**src/rtl/sar_pkg.sv**
```systemverilog
// Shared definitions for the SAR controller.
//   state_t   : controller states IDLE, SAMPLE, EVAL, RESOLVE, DONE
//   DEC_ONE   : comparator decision {p,n} meaning "keep the trial bit"
//   DEC_ZERO  : comparator decision {p,n} meaning "clear the trial bit"
//   dec_invalid() : true for the two non-complementary decisions (00, 11)
package sar_pkg;

  typedef enum logic [2:0] {
    IDLE,
    SAMPLE,
    EVAL,
    RESOLVE,
    DONE
  } state_t;

  localparam logic [1:0] DEC_ONE  = 2'b10;
  localparam logic [1:0] DEC_ZERO = 2'b01;

  function automatic logic dec_invalid(input logic [1:0] dec);
    return (dec != DEC_ONE) && (dec != DEC_ZERO);
  endfunction

endpackage

```
**src/rtl/sar_decision.sv**
```systemverilog
// Comparator decision register.
//   clk, rst : system clock, asynchronous active-high reset
//   capture  : high during the EVAL cycle; the pair is latched on its exit edge
//   comp_p/n : comparator differential outputs
//   bit_val  : captured decision says "keep the trial bit"
//   invalid  : captured pair was 00 or 11
module sar_decision
  import sar_pkg::*;
(
  input  logic clk,
  input  logic rst,
  input  logic capture,
  input  logic comp_p,
  input  logic comp_n,
  output logic bit_val,
  output logic invalid
);

  logic [1:0] dec;

  always_ff @(posedge clk or posedge rst) begin
    if (rst) begin
      dec <= DEC_ZERO;
    end else if (capture) begin
      dec <= {comp_p, comp_n};
    end
  end

  assign bit_val = (dec == DEC_ONE);
  assign invalid = dec_invalid(dec);

endmodule

```
**src/rtl/sar_logic.sv**
```systemverilog
// Successive-approximation controller: samples, then resolves the DAC code
// MSB-first using one EVAL/RESOLVE cycle pair per bit, and presents the final
// code on result with a one-cycle valid strobe.
//   clk, rst      : system clock, asynchronous active-high reset
//   start         : conversion request, acted on only in IDLE
//   comp_p/comp_n : comparator decision inputs
//   comp_clk      : comparator clock (high = evaluate)
//   sample        : DAC bottom-plate sample switch enable
//   dac_p/dac_n   : DAC switch code and its complement
//   result, valid : last conversion result and its update strobe
//   busy          : from start acceptance through DONE
//   err           : sticky invalid-decision flag for the current/last conversion
module sar_logic
  import sar_pkg::*;
#(
  parameter int unsigned N_BITS        = 8,
  parameter int unsigned SAMPLE_CYCLES = 2
) (
  input  logic              clk,
  input  logic              rst,
  input  logic              start,
  input  logic              comp_p,
  input  logic              comp_n,
  output logic              comp_clk,
  output logic              sample,
  output logic [N_BITS-1:0] dac_p,
  output logic [N_BITS-1:0] dac_n,
  output logic [N_BITS-1:0] result,
  output logic              valid,
  output logic              busy,
  output logic              err
);

  localparam int unsigned IW = (N_BITS > 1) ? $clog2(N_BITS) : 1;
  localparam int unsigned CW = (SAMPLE_CYCLES > 1) ? $clog2(SAMPLE_CYCLES) : 1;

  state_t            state;
  logic [IW-1:0]     idx;
  logic [CW-1:0]     cnt;
  logic [N_BITS-1:0] next_code;
  logic              bit_val;
  logic              invalid;

  sar_decision u_decision (
    .clk     (clk),
    .rst     (rst),
    .capture (state == EVAL),
    .comp_p  (comp_p),
    .comp_n  (comp_n),
    .bit_val (bit_val),
    .invalid (invalid)
  );

  // Resolved code for the RESOLVE cycle: settle bit idx from the captured
  // decision and, if bits remain, raise the next trial bit in the same edge
  // so it is already on the DAC when EVAL starts.
  always_comb begin
    next_code      = dac_p;
    next_code[idx] = bit_val;
    if (idx != '0) begin
      next_code[idx - IW'(1)] = 1'b1;
    end
  end

  assign dac_n = ~dac_p;

  // valid/result are set on the RESOLVE->DONE edge so the strobe and the new
  // result are both visible throughout the DONE cycle.
  always_ff @(posedge clk or posedge rst) begin
    if (rst) begin
      state    <= IDLE;
      idx      <= IW'(N_BITS - 1);
      cnt      <= '0;
      dac_p    <= '0;
      result   <= '0;
      comp_clk <= 1'b0;
      sample   <= 1'b0;
      valid    <= 1'b0;
      busy     <= 1'b0;
      err      <= 1'b0;
    end else begin
      case (state)
        IDLE: begin
          if (start) begin
            state  <= SAMPLE;
            err    <= 1'b0;
            dac_p  <= '0;
            idx    <= IW'(N_BITS - 1);
            cnt    <= CW'(SAMPLE_CYCLES - 1);
            sample <= 1'b1;
            busy   <= 1'b1;
          end
        end
        SAMPLE: begin
          if (cnt == '0) begin
            sample            <= 1'b0;
            dac_p[N_BITS-1]   <= 1'b1;
            comp_clk          <= 1'b1;
            state             <= EVAL;
          end else begin
            cnt <= cnt - CW'(1);
          end
        end
        EVAL: begin
          comp_clk <= 1'b0;
          state    <= RESOLVE;
        end
        RESOLVE: begin
          dac_p <= next_code;
          if (invalid) begin
            err <= 1'b1;
          end
          if (idx != '0) begin
            idx      <= idx - IW'(1);
            comp_clk <= 1'b1;
            state    <= EVAL;
          end else begin
            result <= next_code;
            valid  <= 1'b1;
            state  <= DONE;
          end
        end
        DONE: begin
          valid <= 1'b0;
          busy  <= 1'b0;
          state <= IDLE;
        end
        default: state <= IDLE;
      endcase
    end
  end

endmodule

```
**config.mk**
```make
export PLATFORM = sky130hd
export DESIGN_NAME = sar_logic
export DESIGN_NICKNAME = d
export VERILOG_FILES = /design/src/rtl/sar_pkg.sv /design/src/rtl/sar_decision.sv /design/src/rtl/sar_logic.sv
export SDC_FILE = /design/constraint.sdc
export NUM_CORES = 1
export LEC_CHECK = 0
export CELL_PAD_IN_SITES_DETAIL_PLACEMENT = 0
export CELL_PAD_IN_SITES_GLOBAL_PLACEMENT = 1
export CORE_ASPECT_RATIO = 1.75
export CORE_UTILIZATION = 36
export CTS_CLUSTER_SIZE = 16
export DETAILED_ROUTE_END_ITERATION = 10
export PLACE_DENSITY_LB_ADDON = 0.1
export SLEW_MARGIN = 20
export SYNTH_ARGS = -nofsm -noshare
export SYNTH_HDL_FRONTEND = slang
export SYNTH_SLANG_ARGS = --single-unit
```
**constraint.sdc**
```tcl
create_clock -name clk -period 2.6 [get_ports clk]
set_input_delay 0.65 -clock clk [delete_from_list [all_inputs] [get_ports clk]]
set_output_delay 0.65 -clock clk [all_outputs]
set_load 0.01 [all_outputs]
```
Yosys cells after proc, flatten, opt, wreduce, memory -nomap -nowiden:

Cells that the tools add are included.

* output and inout bits: 29
* bits of input ports: 5
* flip-flop bits (word level): 30
* word-level logic and storage cells: 85

* $lt $le $gt $ge: 4
* eq/ne operators: 12
* multiplexer cells: 30
* add/subtract/negate cells: 2
* bitwise logic cells: 3
* reductions and logical operators: 22

Operator list (number)
* 2-to-1 mux 8 bit: 2
* 2-to-1 mux 3 bit: 5
* AND reduction 3 bit: 5
* case mux 7 bit (2 select lines): 1
* inequality test 2 bit (second input constant): 6
* case mux 3 bit (4 select lines): 1
* AND reduction 2 bit: 6
* 2-to-1 mux 1 bit: 10
* case mux 1 bit (2 select lines): 5
* nonzero test 3 bit: 3
* bitwise mux 8 bit: 1
* < comparator 3 x 4 -> 1 bit (second input constant): 2
* NOT 8 bit: 1
* bitwise OR 8 bit: 1
* nonzero test 2 bit: 4
* demux 1 bit (select 3 bit): 2
* equality test 3 x 2 -> 1 bit (second input constant): 2
* >= comparator 3 x 1 -> 1 bit (second input constant): 2
* case mux 1 bit (3 select lines): 2
* case mux 3 bit (2 select lines): 1
* equality test 3 x 1 -> 1 bit (second input constant): 1
* equality test 3 bit (second input constant): 1
* logical AND 1 bit: 3
* zero test 3 bit: 1
* 5 further kinds: 5

Depth between registers and ports, before layout:

* depth in word-level cells: 8
* depth in mapped cells: 8
* mapped depth without buffers: 6

Hierarchy:

Synthesis repeated with hierarchy kept, for this count alone.

* cells, all modules: 158
* area total of the unflattened synthesis: 1554.0 um^2

Modules (own cells, without submodules)
* sar_logic: sequential area each 704.4 um^2, cells each 151, instances 1, area an instance 1460.2 um^2
* sar_decision: sequential area each 51.3 um^2, cells each 7, instances 1, area an instance 93.8 um^2

Worst setup path after synthesis:

OpenSTA, ideal clock, no wires.

* path kind: reg2reg
* start: register idx[1]
* end: register result[0]
* required time: 2475 ps
* arrival time: 1707 ps
* cell stages (with the launch flop): 8
* path buffers: 2
* clock period less this slack: 1832 ps
* path slack: 768 ps
* setup time: 125 ps
* cell sequence: dfstp_2 > buf_2 > inv_1 > ha_1 > clkbuf_1 > a21oi_1 > o21ai_0 > mux2_2

* longest elaborated chain between the ends: 7
* elaborated cells on any way between the ends: 17
* those cells by class: add/sub: 1; order compare: 4; mux: 6; bitwise: 2; reduce/logical: 4

RTL lines
* from (decl): line sar_logic.sv:38 `logic [IW-1:0] idx;`
* from (signal assigned): line sar_logic.sv:72 `idx <= IW'(N_BITS - 1);`
* from (signal assigned): line sar_logic.sv:88 `idx <= IW'(N_BITS - 1);`
* from (signal assigned): line sar_logic.sv:114 `idx <= idx - IW'(1);`
* subtractor 3 x 1 -> 3 bit (tied with other cells): line sar_logic.sv:61 `next_code[idx - IW'(1)] = 1'b1;`
* < comparator 3 x 4 -> 1 bit (not written as such) (tied with other cells): line sar_logic.sv:61
* logical AND 1 bit (not written as such) / 2-to-1 mux 1 bit (equally long branches): line sar_logic.sv:61, sar_logic.sv:59
* 2-to-1 mux 1 bit (not written as such) / demux 1 bit (select 3 bit) (equally long branches): line sar_logic.sv:61, sar_logic.sv:59
* demux 1 bit (select 3 bit) / bitwise mux 8 bit (equally long branches): line sar_logic.sv:61, sar_logic.sv:59
* bitwise OR 8 bit (no source line)
* 2-to-1 mux 8 bit: line sar_logic.sv:60 `if (idx != '0) begin`
* to (signal assigned): line sar_logic.sv:118 `result <= next_code;`
* to (decl): line sar_logic.sv:28 `output logic [N_BITS-1:0] result,`

Parallel ways exist; a longest one is shown, timed or not.
A chain may end at the register's enable or synchronous reset.

Worst setup path after layout:

* start: input port start
* end: register dac_p[6]

* longest elaborated chain between the ends: 2

RTL lines
* from (decl): line sar_logic.sv:21 `input logic start,`
* inequality test 2 bit (no source line)
* AND reduction 2 bit (no source line)
* to (signal assigned): line sar_logic.sv:109 `dac_p <= next_code;`
* to (decl): line sar_logic.sv:26 `output logic [N_BITS-1:0] dac_p,`

No other way between the ends.

==> flow_summary.yaml <==
logic_synthesis:
  synth-edff-count: 0
  synth-async-reset-ratio_pct: 100
  synth_most_common_cell: "dfrtp_1"
  synth.yosys.seq_area_share_pct: 46.9
  synth.yosys.warnings: 0
  count_of_distinct_cell_types_in_the_synthesized_netlist: 41
  synth_top_cells_by_area: "dfrtp_1 40%, dfstp_2 6.5%, a21oi_1 4.7%, mux2i_1 4.3%, mux2_2 4.2%"
  synth_top_area_share_pct: 40.3
  cell_area_synth_um2: 1610
  synth.top_cells.by_count: "26 x dfrtp_1, 15 x a21oi_1, 15 x nor2_1"
  post_synth.cell_area_avg_um2: 9.96
  gate_count_after_technology_mapping: 162
  mappedNetlistNets: 170
  synth_flop_type: "dfrtp_1"
  synth-seq-cells: 30
  synth_largest_area_cell: "dfrtp_1"
clocking:
  cts_buffer_depth: 2
  ctsRootBufferMaster: "clkbuf_8"
  cts_tree: "yes"
  cts.sink_count: 30
  number_of_buffers_inserted_by_hold_repair_at_cts: 0
  post_cts.repair.setup_buffers: 0
  cts_repair_resize_count: 0
  clock_insertion_delay_worst_skew_ps: 280
  htree_levels: 2
  cts.clk_slew.worst_paths_ps: 70
  cts-buffers-inserted: 5
sta:
  setup-tns-final_ps: 0
  worst_clock_skew_ps: 6.69
  rsz0062_at_grt: "no"
  timing.max_slew.rel_slack_pct: 68.3
  final_max_slew_viol_count: 0
  final_min_period_over_clock_period_pct: 78.3
  worst_slack_ps: 564
  max_freq_mhz: 491
  worst_pin_slew_ps: 474
  period_needed_ps: 2040
  report.final.setup_viol: 0
  final_hold_viol_count: 0
routing:
  wirelength_um: 3640
  final_antenna_net_count: 0
  detail_route.drc_violations: 0
  route.vias.total: 1278
  drt_iter0_markers: 39
  routedWlPerCell_um: 15.0
  vias_per_cell: 5.28
  drt_first_pass_iters: 4
global_routing:
  grt.overflow.total: 0
  grt_first_pass_wirelength_um: 6130
  via_count_of_the_first_global_routing_pass: 1257
  gr_util_all_layers_pct: 17.3
  antenna_violations_before_repair: 0
  grt_start_max_net_pins: 31
worst_setup_path:
  cp.required_ps: 2750
  cp-end-kind: "flop"
  worst-setup-path-type: "in -> reg"
  reg2reg_slack_ps: 600
  cp_max_fanout: 10
  critical_path.startpoint_type: "primary input"
  timing.critical_path.arrival_ps: 2180
min_path:
  min_path_type: "reg -> reg"
power:
  vdd_drop_max_mv: 0.622
  clkPwrFrac_pct: 16.3
  sequential_group_share_of_total_power_pct: 33.2
  power.switching_fraction_pct: 39.5
  power.static_leakage_nw: 0.906
  comb_power_share_pct: 50.5
  intPower_mw: 1.70
  power-per-cell-area_nw_per_um2: 1370
  total_switching_power_mw: 1.11
placed_design:
  place_worst_setup_slack_ps: 274
  place_congestion: 0.804
  dpl.hpwl_um: 2620
  buffer_ports.inserted: 33
layout:
  seqCellArea_um2: 756
  nNetsFinal: 200
  drive_gt1_share_pct: 13.5
  multi_input_area_um2: 723
  num_antenna_cells: 0
  flow.area_growth_from_synthesis_pct: 27.4
  filler_cell_count: 429
status:
  run_status: "finished clean"
die:
  boundaryPins: 34
  die_height_um: 90.5
  core_region_area_um2: 4230
  initial_utilization_pct: 38.1
  dieWidth_um: 52.6
  floorplan.rows: 31
  die-area_um2: 4760
flow_run:
  max_cap_violations: 0
-- flip-flops by register name, indices dropped and copies added, names as in the netlist --
| signal | cells |
|---|---|
| dac_p | 8 |
| u_decision.dec | 2 |
| err | 1 |
| state | 3 |
| sample | 1 |
| valid | 1 |
| comp_clk | 1 |
| idx | 3 |
| result | 8 |
| cnt | 1 |
| busy | 1 |
-- power by group through the flow --
| stage | sequential (mW) | clock (mW) | combinational [mW] |
|---|---|---|---|
| 2_1_floorplan | 0.879 | 0 | 0.935 |
| 3_3_place_gp | 0.938 | 0 | 1.42 |
| 3_5_place_dp | 0.948 | 0 | 1.43 |
| 4_1_cts | 0.940 | 0.470 | 1.44 |
| 5_1_grt | 0.979 | 0.489 | 1.57 |
| 6_report | 0.934 | 0.457 | 1.42 |
-- placed cells by master (no fill, tap or decap), types with 3 or more instances in the layout --
master	Yosys	final
a21oi_1	15	15
a22o_1	5	5
buf_4	1	3
clkbuf_8	0	5
clkdlybuf4s50_1	0	33
dfrtp_1	26	26
dfstp_2	4	4
ha_1	3	3
inv_1	14	14
mux2_2	6	6
mux2i_1	7	7
nand2_1	11	11
nor2_1	15	15
nor3_1	4	4
nor3b_1	3	3
o21ai_0	5	5
o31ai_1	3	3
-- kinds of logic after synthesis --
| group | count (synthesis) | synth area share (%) |
|---|---|---|
| and+or+nand+nor | 45 | 15.4 |
| buffers and inverters | 27 | 8.30 |
| xor gates and xnor gates | 1 | 0.543 |
| DFF | 30 | 46.9 |
| muxes | 14 | 9.46 |
| adders and majority gates | 3 | 2.33 |
| AOI/OAI and AO/OA | 42 | 17.1 |
-- worst paths after layout --
check | to | startpoint | depth (start not counted)
setup / recovery | dac_p[6] | start | 5
hold / removal | valid | valid | 1
setup reg to reg | result[0] | idx[1] | 5
hold reg to reg | valid | valid | 1
max in group asynchronous | idx[1] | rst | 3
min in group asynchronous | result[1] | rst | 3
-- worst max-delay path: stages --
cell and delay [ps]:
clkdlybuf4s50_1 550, or3b_1 360, a21o_1 330, a2bb2oi_1 190
o21ai_0 90
-- through the flow --
stage                     std cells  cell area, µm²  hold WS, ps  power [mW]  util (%)
after floorplan                 162            1610          485        1.81         -
after global placement          234            1950          462        2.35      46.0
after detailed placement        234            1950          469        2.38      46.0
after CTS                       242            2050          486        2.85      48.6
after global routing            242            2050          495        3.04      48.6
final                           242            2050          480        2.81      48.6
-- per-layer routing --
| metal | global-route usage (%) | part of all wire (%) | vias up |
|---|---|---|---|
| li1 | - | - | 618 |
| met4 | 5.92 | 1.1 | 0 |
| met1 | 20.9 | 42 | 631 |
| met5 | 0 | 0 | - |
| met3 | 3.20 | 2.4 | 4 |
| met2 | 29.3 | 54 | 25 |
-- layout make-up --
cell class | count | area share [%]
Clock inverter | 3 | 1.95
Multi-Input combinational cell | 105 | 35.2
Sequential cell | 30 | 36.8
Tap cell | 49 | 2.98
Timing Repair Buffer | 36 | 17.2
Inverter | 14 | 2.56
Clock buffer | 5 | 3.35
(Power assumes the default switching activity.)
==> RTL change 1 (same flow settings) <==
The parameter `N_BITS` goes from 8 to 16.
--- a/src/rtl/sar_logic.sv
+++ b/src/rtl/sar_logic.sv
@@ -15,3 +15,3 @@
 #(
-  parameter int unsigned N_BITS        = 8,
+  parameter int unsigned N_BITS        = 16,
   parameter int unsigned SAMPLE_CYCLES = 2
Interface: changed (resized dac_n, dac_p and result); port bits go from 34 to 58. The function was not compared with the original's and may differ.
==> RTL change 1 against the original RTL <==
Register-to-register slack worse by 0.06 ns; wire length up 86%; power rose by 36%; critical path depth is 2 higher; via count increased by 77%; global-route usage increased by 2.3 points; non-clock buffer count increased by 27; synthesized cell count is 82% higher; clock power rose by 35%; final area increased by 64%; setup slack worse by 0.027 ns; synthesized area grew 62%; sequential cell count is 17 higher; critical path type is now flip-flop to flip-flop; largest power group unchanged.
==> RTL change 1: results (changes against the original RTL) <==
| Metric | Value |
|---|---|
| Outcome | `finished clean` |
| Peak supply drop | `510 uV (-18%)` |
| Met1 GRT Util | `21.5% (+0.57 points)` |
| Vias per cell | `5.25 (-0.66%)` |
| Pre-CTS setup slack | `0.332 ns (+0.0580 ns)` |
| Arrival time at the worst endpoint | `2.28 ns (+0.10 ns)` |
| Inverters | `25 (+11)` |
| Post-Place Cell Area | `3230 sq um (+66%)` |
| Non-Clock Buffer Count | `63 (+75%)` |
| Post-synthesis sequential area ratio | `45.4% (-1.5 points)` |
| Flip-flop and latch count | `47 (+57%)` |
| Post-synthesis xor/xnor area fraction | `0% (-0.54 points)` |
| Crit-path max FO | `24 (+14)` |
| Nets | `360 (+80%)` |
| DR WL/cell | `15.7 microns (+4.5%)` |
| Clkbuf count | `7 (+2)` |
| Most frequent cells after synthesis | `nand2_1 (44), dfrtp_1 (42), a21oi_1 (37), o21ai_0 (23), inv_1 (22)` |
| Seq area share | `35.1% (-1.7 points)` |
| Static Leak | `1.49 nW (+64%)` |
| Met2 usage | `37.2% (+7.9 points)` |
| DPL Wire Length | `5080 microns (+94%)` |
| Post-synthesis mux area share | `4.03% (-5.4 points)` |
| First-pass GRT wire length | `11100 microns (+81%)` |
| Synth unique cells | `49 (+20%)` |
| Multi-input gates | `204 (+94%)` |
| Finished Cell Area | `3370 sq um (+64%)` |
| Buffer share of cell area | `18.7% (+1.5 points)` |
## RTL change 1: final timing paths
kind,start,end,slack [ns],cells past startpoint
worst max-delay path,idx[0],idx[0],0.54,7
worst min-delay path,result[6],result[6],0.47,2
worst max register to register,idx[0],idx[0],0.54,7
worst min register to register,result[6],result[6],0.47,2
max in group asynchronous,rst,idx[1],1.33,3
min in group asynchronous,rst,err,0.70,2
## RTL change 1: worst max-delay path, cell delays in order, from the launching register on
cell and delay, ns:
dfstp_2 0.60, inv_1 0.13, ha_1 0.31, and2_2 0.27, nand2_8 0.17, inv_4 0.08
or3_1 0.37, o21ai_2 0.06
## RTL change 1: power by group through the flow
stage / sequential [mW] / combinational, mW / clock (mW)
floorplan: 1.19 / 1.22 / 0
detailed placement: 1.22 / 2.00 / 0
finish: 1.21 / 1.99 / 0.616
global placement: 1.22 / 1.99 / 0
CTS: 1.21 / 2.01 / 0.638
global route: 1.25 / 2.19 / 0.663
==> RTL change 2 (config.mk and constraints unchanged) <==
Made on the original files. Encoding of `state_t`: now Gray code (3 bits for 5 states).
--- a/src/rtl/sar_pkg.sv
+++ b/src/rtl/sar_pkg.sv
@@ -8,7 +8,7 @@
   typedef enum logic [2:0] {
-    IDLE,
-    SAMPLE,
-    EVAL,
-    RESOLVE,
-    DONE
+    IDLE    = 3'b000,
+    SAMPLE  = 3'b001,
+    EVAL    = 3'b011,
+    RESOLVE = 3'b010,
+    DONE    = 3'b110
   } state_t;
Behaviour: no difference found for any inputs over 10 cycles, from zero or initial values and one cycle with rst high; not proved beyond that.
==> RTL change 2 against the original RTL <==
Power down 2.9%; sequential cell count unchanged; hold slack better by 0.0016 ns; synthesized area down 1.7%; sequential share of layout area up 0.32 points; wire length down 1.8%; setup slack better by 0.081 ns; final area down 0.85%; via count down 5.8%; synthesized cell count down 5.6%; critical endpoint is now dac_n[4]; largest cell class unchanged; largest power group unchanged; highest routed layer unchanged.
==> RTL change 2: results (changes against the original RTL) <==
| Metric | Value |
|---|---|
| CP endpoint | `dac_n[4]` |
| Crit-path max FO | `3 (-7)` |
| FMAX | `512 MHz (+4.1%)` |
| DPL Wire Length | `2620 microns (about the same)` |
| Clk_lat worst skew | `0.28 ns (about the same)` |
| Clk_skew | `0.00149 ns (-0.00519 ns)` |
| TritonRoute pass-1 iters | `3 (-1)` |
| Initial DRC count | `14 (-64%)` |
| Drt total wl | `3580 microns (-1.8%)` |
| R2R Path End | `result[4]` |
| Peak supply drop | `706 uV (+13%)` |
| Arrival time at the worst endpoint | `1.30 ns (-0.88 ns)` |
| Share of layout cells above drive strength 1 | `14.8% (+1.3 points)` |
| First-pass GRT wire length | `6230 microns (+1.6%)` |
| Post-synthesis sequential area ratio | `47.7% (+0.81 points)` |
| Clkbuf count | `7 (+2)` |
| Syn Nets | `161 (-5.3%)` |
| Max incr delay on CP | `0.53 ns (-0.02 ns)` |
| Non-Clock Buffer Count | `36 (unchanged)` |
| Pre-CTS setup slack | `0.624 ns (+0.350 ns)` |
| Filler Cell Count | `400 (-6.8%)` |
| GRT Resource Usage Total | `17.7% (+0.48 points)` |
| Multi-input gates | `100 (-4.8%)` |
| Static Leak | `0.896 nW (-1.1%)` |
| Worst R2R Setup Slack | `0.66 ns (+0.06 ns)` |
| Gpl congestion | `0.781 (-2.8%)` |
| Vias per cell | `5.06 (-4.2%)` |
| Max-slew headroom | `67.2% (-1.0 points)` |
| Vias in the first global route | `1260 (+0.24%)` |
| CP startpoint | `dac_p[4]` |
| Area Overhead vs Synth | `28.5%` |
| Inverters | `15 (+1)` |
| Multi-input combinational area share | `35.1% (-0.13 points)` |
| Largest cells by area after synthesis | `dfrtp_1 (41%), dfstp_2 (6.6%), a21oi_1 (4.4%), a22o_1 (3.9%), mux2_4 (3.8%)` |
| Outcome | `finished clean` |
| Nets | `196 (-2.0%)` |
| Final clock-cell share | `4.48% (-0.81 points)` |
| Buffer share of cell area | `17.3% (+0.15 points)` |
| Most frequent cells after synthesis | `dfrtp_1 (26), a21oi_1 (14), nand2_1 (13), inv_1 (12), nor2_1 (9)` |
| Top delay family on crit path | `buffers and inverters` |
| Internal power | `1.66 mW (-2.6%)` |
| Multi-input logic area | `714 sq um (-1.2%)` |
| Clk pin slew, worst setup/hold paths | `0.06 ns` |
==> RTL change 2: cell types whose count changed after synthesis, sizes merged, moves of 3 or more <==
cell and change:
buf -4, nand2 +3, nor2 -6, o221ai +3, o21ai +3
==> RTL change 2: metrics by stage <==
step,hold slack (ns),utilization [%],power (mW),instances
after floorplan,0.468,-,1.77,153
after global placement,0.459,46.4,2.34,230
after detailed placement,0.480,46.4,2.36,230
after CTS,0.495,48.6,2.76,238
after global routing,0.529,48.6,2.95,238
final,0.481,48.6,2.73,238
==> RTL change 2: metal layers <==
layer	share of wire, %	global-route usage, %	vias to the layer above
met3	2.3	3.72	6
met4	1.9	7.24	0
met5	0	0	-
met1	42	20.7	573
li1	-	-	603
met2	54	30.2	22
==> RTL change 2: kinds of logic (layout without fill, tap and decap cells) <==
group,after synthesis,count (layout),synth area share (%)
compound gates,43,43,17.8
simple gates,40,40,14.2
buf+inv,23,59,7.26
flops,30,30,47.7
fa+ha+maj,3,3,2.37
mux,14,14,10.7
==> RTL change 2: worst min path at each step <==
| stage | startpoint | cells past startpoint | endpoint |
|---|---|---|---|
| 2_1_floorplan | u_decision.dec[1] | 1 | u_decision.dec[1] |
| 3_3_place_gp | valid | 2 | valid |
| 3_5_place_dp | valid | 2 | valid |
| 4_1_cts | valid | 2 | valid |
| 5_1_grt | u_decision.dec[1] | 1 | u_decision.dec[1] |
| 6_report | valid | 2 | valid |
==> RTL change 2: power by group through the flow <==
stage | combinational (mW) | sequential (mW) | clock (mW)
5_1_grt | 1.58 | 0.953 | 0.421
4_1_cts | 1.45 | 0.916 | 0.398
3_3_place_gp | 1.43 | 0.910 | 0
3_5_place_dp | 1.44 | 0.921 | 0
2_1_floorplan | 0.884 | 0.891 | 0
6_report | 1.43 | 0.913 | 0.387
